## src/rtl/ft_tx_channel_arbiter.sv

```systemverilog
`default_nettype none
// ============================================================================
//  Module      : ft_tx_channel_arbiter
//  Description : Round-robin merge of NUM_CHANNELS byte-wide Avalon-ST
//                requester streams into a single stream feeding an FT245
//                bridge sink. One channel holds the grant until its packet
//                ends or MAX_BURST beats have been forwarded. A cut packet
//                re-enters arbitration and continues on a later grant.
//
//  Optional    : FT_ARB_HEADER_EN -- when defined, every grant begins with
//                one header beat {4'hA, channel} (SOP=1). When undefined,
//                the stream carries payload only and the first data beat of
//                each grant carries SOP.
//
//  Ports       : clk               sole clock, rising edge
//                reset             synchronous, active-high
//                in_data           per-channel byte, channel i at [8i+7:8i]
//                in_valid          per-channel valid
//                in_startofpacket  per-channel SOP (not used for framing)
//                in_endofpacket    per-channel EOP
//                in_ready          per-channel ready (granted channel only)
//                out_data/valid/startofpacket/endofpacket
//                                  registered merged stream
//                out_ready         downstream ready
//                grant_channel     index of the granted channel
//                busy              high whenever the FSM is not idle
//
//  Revision    : 1.0 - initial release
// ============================================================================
module ft_tx_channel_arbiter #(
    parameter int NUM_CHANNELS = 4,
    parameter int MAX_BURST    = 256
) (
    input  logic                      clk,
    input  logic                      reset,
    input  logic [8*NUM_CHANNELS-1:0] in_data,
    input  logic [NUM_CHANNELS-1:0]   in_valid,
    input  logic [NUM_CHANNELS-1:0]   in_startofpacket,
    input  logic [NUM_CHANNELS-1:0]   in_endofpacket,
    output logic [NUM_CHANNELS-1:0]   in_ready,
    output logic [7:0]                out_data,
    output logic                      out_valid,
    output logic                      out_startofpacket,
    output logic                      out_endofpacket,
    input  logic                      out_ready,
    output logic [3:0]                grant_channel,
    output logic                      busy
);

    typedef enum logic [1:0] {
        S_IDLE   = 2'd0,
        S_HEADER = 2'd1,
        S_DATA   = 2'd2
    } state_t;

    localparam logic [11:0] c_LAST_BEAT = 12'(MAX_BURST - 1);
    localparam logic [3:0]  c_LAST_CH   = 4'(NUM_CHANNELS - 1);

    state_t      r_state;
    logic [3:0]  r_grant;
    logic [3:0]  r_rr_ptr;
    logic [11:0] r_count;
    logic [7:0]  r_out_data;
    logic        r_out_valid;
    logic        r_out_sop;
    logic        r_out_eop;

    // Inputs widened to the 16-channel maximum so a 4-bit channel index
    // always selects within range regardless of NUM_CHANNELS.
    logic [15:0]  w_valid_pad;
    logic [15:0]  w_eop_pad;
    logic [127:0] w_data_pad;

    logic         w_found;
    logic [3:0]   w_sel;
    logic [4:0]   w_idx;
    logic [7:0]   w_cur_data;
    logic         w_cur_valid;
    logic         w_cur_eop;
    logic         w_out_free;
    logic         w_accept;
    logic         w_last;
    logic         w_unused_sop;

    assign w_valid_pad = 16'(in_valid);
    assign w_eop_pad   = 16'(in_endofpacket);
    assign w_data_pad  = 128'(in_data);

    // Framing is derived from the grant itself, so requester SOP is ignored.
    assign w_unused_sop = ^in_startofpacket;

    // First valid channel at or after r_rr_ptr in circular order. The loop
    // runs from the farthest offset down so the nearest hit wins.
    always_comb begin
        w_found = 1'b0;
        w_sel   = 4'd0;
        w_idx   = 5'd0;
        for (int k = NUM_CHANNELS - 1; k >= 0; k--) begin
            w_idx = {1'b0, r_rr_ptr} + 5'(k);
            if (w_idx >= 5'(NUM_CHANNELS)) begin
                w_idx = w_idx - 5'(NUM_CHANNELS);
            end
            if (w_valid_pad[w_idx[3:0]]) begin
                w_found = 1'b1;
                w_sel   = w_idx[3:0];
            end
        end
    end

    assign w_cur_data  = w_data_pad[{r_grant, 3'b000} +: 8];
    assign w_cur_valid = w_valid_pad[r_grant];
    assign w_cur_eop   = w_eop_pad[r_grant];

    // The output register can take a new beat when it is empty or its
    // current beat is being consumed this cycle.
    assign w_out_free = ~r_out_valid | out_ready;
    assign w_accept   = (r_state == S_DATA) & w_cur_valid & w_out_free;
    assign w_last     = w_cur_eop | (r_count == c_LAST_BEAT);

    always_comb begin
        in_ready = '0;
        for (int i = 0; i < NUM_CHANNELS; i++) begin
            if ((r_state == S_DATA) && (r_grant == 4'(i))) begin
                in_ready[i] = w_out_free;
            end
        end
    end

    always_ff @(posedge clk) begin
        if (reset) begin
            r_state     <= S_IDLE;
            r_grant     <= 4'd0;
            r_rr_ptr    <= 4'd0;
            r_count     <= 12'd0;
            r_out_data  <= 8'd0;
            r_out_valid <= 1'b0;
            r_out_sop   <= 1'b0;
            r_out_eop   <= 1'b0;
        end else begin
            // Held beat retires when sampled with out_ready; a load below
            // overrides this.
            if (out_ready) begin
                r_out_valid <= 1'b0;
            end

            case (r_state)
                S_IDLE: begin
                    if (w_found) begin
                        r_grant  <= w_sel;
                        r_rr_ptr <= (w_sel == c_LAST_CH) ? 4'd0 : w_sel + 4'd1;
                        r_count  <= 12'd0;
`ifdef FT_ARB_HEADER_EN
                        r_state  <= S_HEADER;
`else
                        r_state  <= S_DATA;
`endif
                    end
                end

`ifdef FT_ARB_HEADER_EN
                S_HEADER: begin
                    if (w_out_free) begin
                        r_out_data  <= {4'hA, r_grant};
                        r_out_valid <= 1'b1;
                        r_out_sop   <= 1'b1;
                        r_out_eop   <= 1'b0;
                        r_state     <= S_DATA;
                    end
                end
`endif

                S_DATA: begin
                    if (w_accept) begin
                        r_out_data  <= w_cur_data;
                        r_out_valid <= 1'b1;
`ifdef FT_ARB_HEADER_EN
                        r_out_sop   <= 1'b0;
`else
                        r_out_sop   <= (r_count == 12'd0);
`endif
                        // A burst cut is marked as a packet end downstream.
                        r_out_eop   <= w_last;
                        r_count     <= r_count + 12'd1;
                        if (w_last) begin
                            r_state <= S_IDLE;
                        end
                    end
                end

                default: begin
                    r_state <= S_IDLE;
                end
            endcase
        end
    end

    assign out_data          = r_out_data;
    assign out_valid         = r_out_valid;
    assign out_startofpacket = r_out_sop;
    assign out_endofpacket   = r_out_eop;
    assign grant_channel     = r_grant;
    assign busy              = (r_state != S_IDLE);

endmodule
`default_nettype wire
```

## config.mk

```make
export PLATFORM = sky130hd
export DESIGN_NAME = ft_tx_channel_arbiter
export DESIGN_NICKNAME = d
export VERILOG_FILES = /design/src/rtl/ft_tx_channel_arbiter.sv
export SDC_FILE = /design/constraint.sdc
export NUM_CORES = 1
export LEC_CHECK = 0
export CORE_MARGIN = 3
export CORE_UTILIZATION = 35
export CTS_CLUSTER_SIZE = 14
export DETAILED_ROUTE_END_ITERATION = 8
export MAX_ROUTING_LAYER = met4
export PLACE_DENSITY_LB_ADDON = 0.08
export SYNTH_ARGS = -nofsm -noshare
export SYNTH_HDL_FRONTEND = slang
export SYNTH_SLANG_ARGS = --single-unit
```

## constraint.sdc

```tcl
create_clock -name clk -period 2.52 [get_ports clk]
set_clock_uncertainty 0.1 [all_clocks]
set_input_delay 0.252 -clock clk [delete_from_list [all_inputs] [get_ports clk]]
set_output_delay 0.252 -clock clk [all_outputs]
set_load 0.005 [all_outputs]
```

# After elaboration in Yosys (flattened, before gate mapping)
# Cells that the tools add are included.
# W data, S select, Z words.
# word_totals
reg_bits,33
# op_classes
addsub,9
n_shift,1
n_bitwise,5
eq_ne,9
muxes,39
reduce_logical,13
magnitude_cmp,9
# op_table
op,n
$shiftx A128 B8 Y8,1
$mux W4,9
$lt A4 B5 Y1 const B,5
$bmux W1 S4,6
$mux W12,2
$pmux W12 S2,1
$mux W1,17
$sub A4 B3 Y4 const B,4
$ge A5 B3 Y1 const B,3
$add A12 B1 Y12 const B,1
$eq A12 B8 Y1 const B,1
$eq A4 B2 Y1 const B,3
$logic_not A12 Y1,1
$add A4 B2 Y5 const B,2
$mux W2,3
$ne A2 B2 Y1 const B,3
$reduce_and A3 Y1,2
$add A4 B1 Y5 const B,1
$add A4 B1 Y4 const B,1
$eq A4 B1 Y1 const B,1
$ge A4 B3 Y1 const B,1
$logic_and A1 B1 Y1,4
$logic_not A4 Y1,1
$pmux W2 S2,1
7 further kinds,11

# Logic depth before layout (Yosys ltp)
# Gate-level depths: netlist of run 1.
# logic_depth
word_depth,11
ltp_mapped,13
ltp_nobuf,13

# Least setup slack after synthesis of run 1
# OpenSTA, ideal clock, no wires.
# synth_path
path_kind,reg2reg
from,register r_rr_ptr[0]
to,register r_count[10]
period_less_slack_ns,2.784
arrival_time_ns,2.623
slack_ns,-0.264
path_stages_with_launch,12
path_cell_list,dfxtp_1 buf_6 inv_1 ha_1 buf_6 mux2_1 a21oi_1 nor2_2 o41ai_4 nand2b_4 buf_6 nor2_2
# synth_via
elab_chain_len,11
word_cells_on_any_way,29
classes_between,7 x add/sub; 4 x order compare; 1 x eq/ne; 16 x mux; 1 x reduce/logical
# synth_rtl
item,line,rtl
"start, declared",61,logic [3:0] r_rr_ptr;
"start signal, assigned",150,r_rr_ptr <= (w_sel == c_LAST_CH) ? 4'd0 : w_sel + 4'd1;
$add A4 B2 Y5,99,"w_idx = {1'b0, r_rr_ptr} + 5'(k);"
$sub A4 B3 Y4 / $ge A5 B3 Y1 (equally long branches),"101, 100",
$mux W4,100,if (w_idx >= 5'(NUM_CHANNELS)) begin
$bmux W1 S4,103,if (w_valid_pad[w_idx[3:0]]) begin
$mux W1 (implied by the code),103,
$mux W1 (3 in a row),103,
$mux W1 (*),103,
$ne A2 B2 Y1 (no line) (*),-,
$reduce_and A3 Y1 (no line) (*),-,
"end signal, assigned",183,r_count <= r_count + 12'd1;
"end, declared",62,logic [11:0] r_count;
# Every way passes the cells marked *; elsewhere a longest branch is shown, timed or not. The select of a mux whose other input is x is not followed.
# A chain may end at the register's enable or synchronous reset.

# Final worst setup path of run 1
# layout_path
from,register r_rr_ptr[2]
to,register r_rr_ptr[1]
# layout_via
elab_chain_len,11
word_cells_on_any_way,35
classes_between,8 x add/sub; 4 x order compare; 1 x eq/ne; 21 x mux; 1 x reduce/logical
# layout_rtl
item,line
$add A4 B2 Y5,99
$sub A4 B3 Y4 / $ge A5 B3 Y1 (equally long branches),"101, 100"
$mux W4,100
$bmux W1 S4,103
$mux W1 (implied by the code),103
$mux W4 (4 in a row),103
$add A4 B1 Y4 / $eq A4 B2 Y1 (equally long branches),150
$mux W4,150
# Several ways; a longest one is shown, not always the timed one. The select of a mux whose other input is x is not followed.

==> metrics, run 1 <==
post-synth design cell area=between 2000 and 2500 um2; most area-consuming cells after synthesis=sky130_fd_sc_hd__dfxtp_1, sky130_fd_sc_hd__mux4_2, sky130_fd_sc_hd__ha_1; class of the most critical hold timing path=flop to flop; Crit Reg-Reg Startpoint=r_rr_ptr[2]; type of element capturing the critical path=flop; Max Root-Sink Buffers=2; antenna violations before repair=0; die span in x=83.7 um; fraction of post-synthesis cell area in the top cell type by area=between 30% and 40%; total wire length after detailed routing=approximately 5.5 mm; Antenna Violating Nets Remaining=0; number of endpoints with negative hold slack in the final report=0; CTS tree=done; number of warnings reported in the yosys synthesis log=0; global-route wire length before repair=9.11 mm; Area growth, synth to finish=60.5%; power density cells=slightly below 800 nW/um2; EDFF count, synth=0; detailed placement HPWL=slightly below 4 mm; vias per std cell=around 5; setup violators final=1; Die H=83.7 um; data arrival time at the worst-slack endpoint=2.62 ns; P_leak=between 1 and 1.5 nW; Core ar.=5680 um2; total global-route track usage=16.3%; latest clock arrival within the worst-skew pair=0.28 ns; max-cap viol count=0; data required time at the worst endpoint=2.59 ns; Seq/Total Area, Yosys=a little under a third; Storage cell area=652 um2; hold endpoint=out_startofpacket; H-tree Lvls=2; worst r2r dst=r_rr_ptr[1]; cell count of the worst reg-to-reg path=12; number of core rows=27; post-CTS clock slew at the launch and capture registers of the worst setup and hold paths=0.07 ns; smallest setup slack after layout=-0.0317 ns; Crit path buffers/inverters=3; proportion of register bits with asynchronous set or reset after synthesis=0%; Peak Freq=392 MHz; number of standard cells after synthesis=235; Post-Route Hold Slack=0.358 ns; DRC violations left=0; overflow left after global routing=0; normalized max-slew margin=69.9%; slew at the pin closest to its max-slew limit=0.448 ns; fin crit share=101%; first-pass iteration count of the detailed router=4; Final Net Count=approximately 390; failing checks=setup timing; Wirelength per Cell=13.7 um; start point of the worst hold path=out_startofpacket; largest vdd supply drop=0.000468 V; count leader, synth=sky130_fd_sc_hd__dfxtp_1; global placement routability congestion=0.867; Root Buffer Master=sky130_fd_sc_hd__clkbuf_8; DRC violation total after the first TritonRoute iteration=51; most instantiated flip-flop cell in the synthesis netlist=sky130_fd_sc_hd__dfxtp_1; ANT cells=0; area of the die=7000 um2; top cell types by occurrence after synthesis=sky130_fd_sc_hd__dfxtp_1, sky130_fd_sc_hd__nand2_1, sky130_fd_sc_hd__a21oi_1; slack of the worst reg-to-reg path=-0.03 ns; count of input and output buffers=62; Final Critical Period=2.55 ns; non-filler cells, final=around 400; count of fill cells added during filler insertion=a little over 500; critical-path maximum fanout=6; Mapped Avg Cell Area=8.99 um2; stage delay of the slowest cell on the critical path=0.40 ns; detailed-route via count=about 2000; number of register bits inferred by synthesis=32; critical-path cell with the highest stage delay=sky130_fd_sc_hd__o41ai_4; element type at the critical path start=flop; number of top-level pins=67; family with the most delay on the worst path=compound AO/OA/AOI/OAI gates; Mapped Nets=295; DP Cell Count=387; run status=complete, but fails checks; cells traversed along the worst timing path=buf_6 -> ha_4 -> a21oi_4 -> xnor2_2 -> ha_4 -> inv_2 -> a32oi_4 -> nor2_2 -> o41ai_4 -> buf_6 -> mux2i_1 -> nor2_1; sink count of the clock tree=32; cell taking the most area after synthesis=sky130_fd_sc_hd__dfxtp_1; CTS buffer count=5; vias in the first global route=1986; type of the setup path with the least slack=flop to flop; Initial Util=37.2%; count of final max-slew check failures=0; fin util=between 50% and 60%; pin count of the biggest net entering global routing=21; multi-input combinational cell area=1590 um2; setup repair after global routing missed its margin=yes; layout cells sized above 1=about 33%; Worst Hold Path Cells=2; synth unique cells=44
-- cell families (layout without fill, tap and decap cells) --
kind of cell    Yosys count  count (layout)  share of synthesized area, %
xor+xnor                 16              16                          6.63
compound gates           39              39                          13.5
mux                      18              18                          14.8
flops                    32              32                          30.3
buf+inv                  27             121                          5.92
simple gates             90              91                          21.1
fa+ha+maj                13              13                          7.70
-- state kept, by name (all words and copies together), names as in the netlist --
| register | count |
|---|---|
| r_count | 12 |
| r_rr_ptr | 4 |
| out_data | 8 |
| out_startofpacket | 1 |
| out_valid | 1 |
| grant_channel | 4 |
| r_state | 1 |
| out_endofpacket | 1 |
-- layer usage --
metal / wire, um / GRT usage [%] / vias up
li1: - / - / 1017
met1: 2660 / 21.5 / 923
met2: 2450 / 24.6 / 58
met3: 289 / 4.05 / 9
met4: 92 / 5.26 / 0
met5: 0 / - / -
-- how the worst max path moves through the flow --
stage | from | to | cells past startpoint
floorplan | r_rr_ptr[0] | r_rr_ptr[3] | 12
global placement | r_rr_ptr[2] | r_rr_ptr[1] | 13
detailed placement | r_rr_ptr[2] | r_rr_ptr[0] | 11
CTS | r_rr_ptr[2] | r_rr_ptr[1] | 12
global route | r_rr_ptr[2] | r_rr_ptr[1] | 13
finish | r_rr_ptr[2] | r_rr_ptr[1] | 12
-- worst min-delay path: stages, from the launching register on --
cell and delay [ns]:
sky130_fd_sc_hd__dfxtp_1 0.31, sky130_fd_sc_hd__nand2_1 0.05, sky130_fd_sc_hd__a21oi_1 0.05
-- per-stage QoR --
stage | TNS [ns] | total power, W | setup slack [ns] | instance area [um2]
floorplan | -0.511 | 0.00152 | -0.0686 | 2210
global placement | -0.969 | 0.00199 | -0.0979 | 3070
detailed placement | -1.20 | 0.00200 | -0.136 | 3070
CTS | -0.229 | 0.00253 | -0.0360 | 3270
global route | -0.888 | 0.00278 | -0.139 | 3390
finish | -0.0317 | 0.00261 | -0.0317 | 3390
-- where the power goes --
group | internal [W] | total, W | switching, W
Combinational | 0.000836 | 0.00155 | 0.000712
Sequential | 0.000579 | 0.000648 | 0.0000684
Clock | 0.000223 | 0.000410 | 0.000187
-- layout make-up --
cell class	count	share of cell area (%)
clock buffer	8	2.66
sequential	32	19.2
inverter	15	1.88
tap	72	2.66
multi-input combinational	177	47.0
timing repair buffer	98	26.6
-- placed cells by master (no fill, tap or decap), types with 3 or more instances in the layout --
cell type | netlist | layout
sky130_fd_sc_hd__a21oi_1 | 19 | 16
sky130_fd_sc_hd__a21oi_2 | 1 | 4
sky130_fd_sc_hd__and3_1 | 3 | 3
sky130_fd_sc_hd__buf_4 | 0 | 33
sky130_fd_sc_hd__buf_6 | 3 | 3
sky130_fd_sc_hd__clkbuf_8 | 0 | 6
sky130_fd_sc_hd__clkdlybuf4s50_1 | 0 | 62
sky130_fd_sc_hd__dfxtp_1 | 32 | 29
sky130_fd_sc_hd__dfxtp_4 | 0 | 3
sky130_fd_sc_hd__ha_1 | 13 | 7
sky130_fd_sc_hd__ha_4 | 0 | 5
sky130_fd_sc_hd__inv_1 | 14 | 10
sky130_fd_sc_hd__inv_4 | 0 | 3
sky130_fd_sc_hd__mux2i_1 | 4 | 4
sky130_fd_sc_hd__mux4_2 | 10 | 10
sky130_fd_sc_hd__nand2_1 | 26 | 26
sky130_fd_sc_hd__nand3_1 | 13 | 13
sky130_fd_sc_hd__nand4_1 | 3 | 3
sky130_fd_sc_hd__nor2_1 | 15 | 9
sky130_fd_sc_hd__nor2_2 | 12 | 16
sky130_fd_sc_hd__nor3_1 | 9 | 8
sky130_fd_sc_hd__o21ai_0 | 3 | 3
sky130_fd_sc_hd__xnor2_1 | 10 | 6
sky130_fd_sc_hd__xnor2_2 | 0 | 3
sky130_fd_sc_hd__xor2_1 | 6 | 5
-- timing repair --
action,CTS,global route
pin swaps,8,19
gates cloned,2,0
resized for setup,14,22
endpoints found under the setup margin,20,21
hold buffers,0,0
setup buffers,4,2
Note: power is estimated with default switching activity, not from simulation.
==> run 2: changes to the inputs <==
ABC_AREA = 0   (was unset)
CORE_MARGIN = unset   (was 3)
==> run 2 against run 1 <==
Compared with the run above: critical path depth up 1; non-clock buffer count down 4; cell count down 1.0%; combinational power about the same; clock power down 1%; die area down 9.3%; first-iteration DRC count up 39%; maximum frequency up 0.53%; the flow still finishes with violations (setup timing); core utilization up 0.46 points; worst setup slack better by 0.013 ns; total power up 1.0%.
==> metrics, run 2 (synthesis gave the netlist of run 1 again) <==
run status=complete, but fails checks; failing checks=setup timing; post-CTS clock slew at the launch and capture registers of the worst setup and hold paths=0.07 ns (about the same); number of endpoints with negative hold slack in the final report=0 (unchanged); latest clock arrival within the worst-skew pair=0.28 ns (about the same); global-route wire length before repair=9.03 mm (-0.83%); H-tree Lvls=2 (unchanged); slew at the pin closest to its max-slew limit=0.464 ns (+0.0160 ns); antenna violations before repair=0 (unchanged); fin crit share=101% (-0.53 points); number of top-level pins=67 (unchanged); overflow left after global routing=0 (unchanged); critical-path maximum fanout=4 (-2); Area growth, synth to finish=61.8%; normalized max-slew margin=68.8% (-1.1 points); count of input and output buffers=62 (unchanged); Peak Freq=394 MHz (+0.53%); total wire length after detailed routing=5.43 mm (-1.2%); DRC violation total after the first TritonRoute iteration=71 (+39%); vias per std cell=5.04 (+0.85%); setup repair after global routing missed its margin=yes; most common library cell in the layout ignoring fill and taps=sky130_fd_sc_hd__clkdlybuf4s50_1; Final Critical Period=2.54 ns (-0.0134 ns); P_leak=1.20 nW (-1.3%); layout cells sized above 1=33.4% (+0.41 points); class of the most critical hold timing path=flop to flop; stage delay of the slowest cell on the critical path=0.36 ns (-0.04 ns); critical-path cell with the highest stage delay=sky130_fd_sc_hd__dfxtp_4; Die H=79.7 um (-4.8%); detailed-route via count=2004 (-0.15%); Post-Route Hold Slack=0.353 ns (-0.00466 ns); DRC violations left=0 (unchanged); ANT cells=0 (unchanged); CTS buffer count=5 (unchanged); non-filler cells, final=398 (-1.0%); global placement routability congestion=0.742 (-14%); power density cells=770 nW/um2 (+0.22%); number of flip-flops under the largest register name=12 (unchanged); Wirelength per Cell=13.6 um (-0.21%); count of final max-slew check failures=0 (unchanged); data required time at the worst endpoint=2.60 ns (about the same); Final Net Count=385 (-1.0%); dpl ws=-0.106 ns (+0.0299 ns); die span in x=79.7 um (-4.8%); setup violators final=1 (unchanged); DP Cell Count=387 (unchanged); max-cap viol count=0 (unchanged); family with the most delay on the worst path=adder cells; Crit path buffers/inverters=2 (-1); total global-route track usage=19.0% (+2.7 points); largest vdd supply drop=0.000526 V (+12%); cells traversed along the worst timing path=buf_6 -> ha_4 -> inv_4 -> ha_4 -> nor2_4 -> a31oi_4 -> a21oi_4 -> nor4_2 -> nor3_2 -> o2bb2ai_2 -> ha_1 -> mux2i_1 -> nor2_1; CTS tree=done; number of core rows=27 (unchanged); vias in the first global route=1997 (+0.55%); element type at the critical path start=flop; type of the setup path with the least slack=flop to flop; data arrival time at the worst-slack endpoint=2.61 ns (about the same); Root Buffer Master=sky130_fd_sc_hd__clkbuf_8; most used cells in the layout excluding fill and tap cells=sky130_fd_sc_hd__clkdlybuf4s50_1, sky130_fd_sc_hd__buf_4, sky130_fd_sc_hd__dfxtp_1, sky130_fd_sc_hd__nand2_1, sky130_fd_sc_hd__a21oi_1; Max Root-Sink Buffers=2 (unchanged); first-pass iteration count of the detailed router=4 (unchanged); pin count of the biggest net entering global routing=17 (-19%); type of element capturing the critical path=flop; cell with the most instances on the worst path=sky130_fd_sc_hd__ha_4; Antenna Violating Nets Remaining=0 (unchanged); sink count of the clock tree=32 (unchanged); smallest setup slack after layout=-0.0182 ns (+0.0134 ns); register ranked first by flip-flop count=r_count; Core ar.=5680 um2 (unchanged); Initial Util=37.2% (unchanged); detailed placement HPWL=3.91 mm (-1.7%); area of the die=6350 um2 (-9.3%)
-- run 2: cell types whose count changed in the layout (fill, tap and decap cells not counted), sizes merged --
cell,delta
clkbuf,-2
buf,-4
clkinv,+2
-- run 2: worst paths after layout --
kind	to	from	cells past startpoint	slack, ns
hold reg to reg	out_data[5]	out_data[5]	2	0.35
setup / recovery	r_rr_ptr[1]	r_rr_ptr[2]	13	-0.02
hold / removal	out_data[5]	out_data[5]	2	0.35
setup reg to reg	r_rr_ptr[1]	r_rr_ptr[2]	13	-0.02
-- run 2: area by class of cell --
class / instances / area, um2
fillers: 505 / 2260
flip-flops and latches: 32 / 652
clock inverters: 2 / 10.0
inverters: 15 / 63.8
multi-input cells: 177 / 1650
repair buffers: 94 / 868
clock buffers: 6 / 82.6
well taps: 72 / 90.1
-- run 2: report_power, final --
group,internal (W),switching (W)
combinational,0.000840,0.000737
clock,0.000218,0.000187
sequential,0.000579,0.0000708
total,0.00164,0.000995
-- run 2: through the flow --
step	power (W)	setup TNS [ns]	util (%)	area, um2
2_1_floorplan	0.00152	-0.511	-	2210
3_3_place_gp	0.00200	-0.701	54.0	3070
3_5_place_dp	0.00201	-1.06	54.0	3070
4_1_cts	0.00254	-0.0332	57.9	3290
5_1_grt	0.00281	-0.590	60.2	3420
6_report	0.00263	-0.0182	60.2	3420
-- run 2: what timing repair did --
item,4_1_cts,5_1_grt
cloned,1,0
setup endpoints to repair,17,20
gates resized for setup,19,24
hold buffers,0,0
hold endpoints to repair,0,0
setup buffers,3,0
pin swaps,14,18
-- run 2: layer usage --
metal	global-route usage, %	share of wire, %
met5	-	0
met2	29.7	46
met3	4.34	5.7
met4	5.45	0.94
met1	24.5	47
-- run 2: worst min-delay path, stage by stage (launching register included) --
cell and delay, ns:
sky130_fd_sc_hd__dfxtp_1 0.31, sky130_fd_sc_hd__nand2_1 0.05, sky130_fd_sc_hd__a21oi_1 0.05
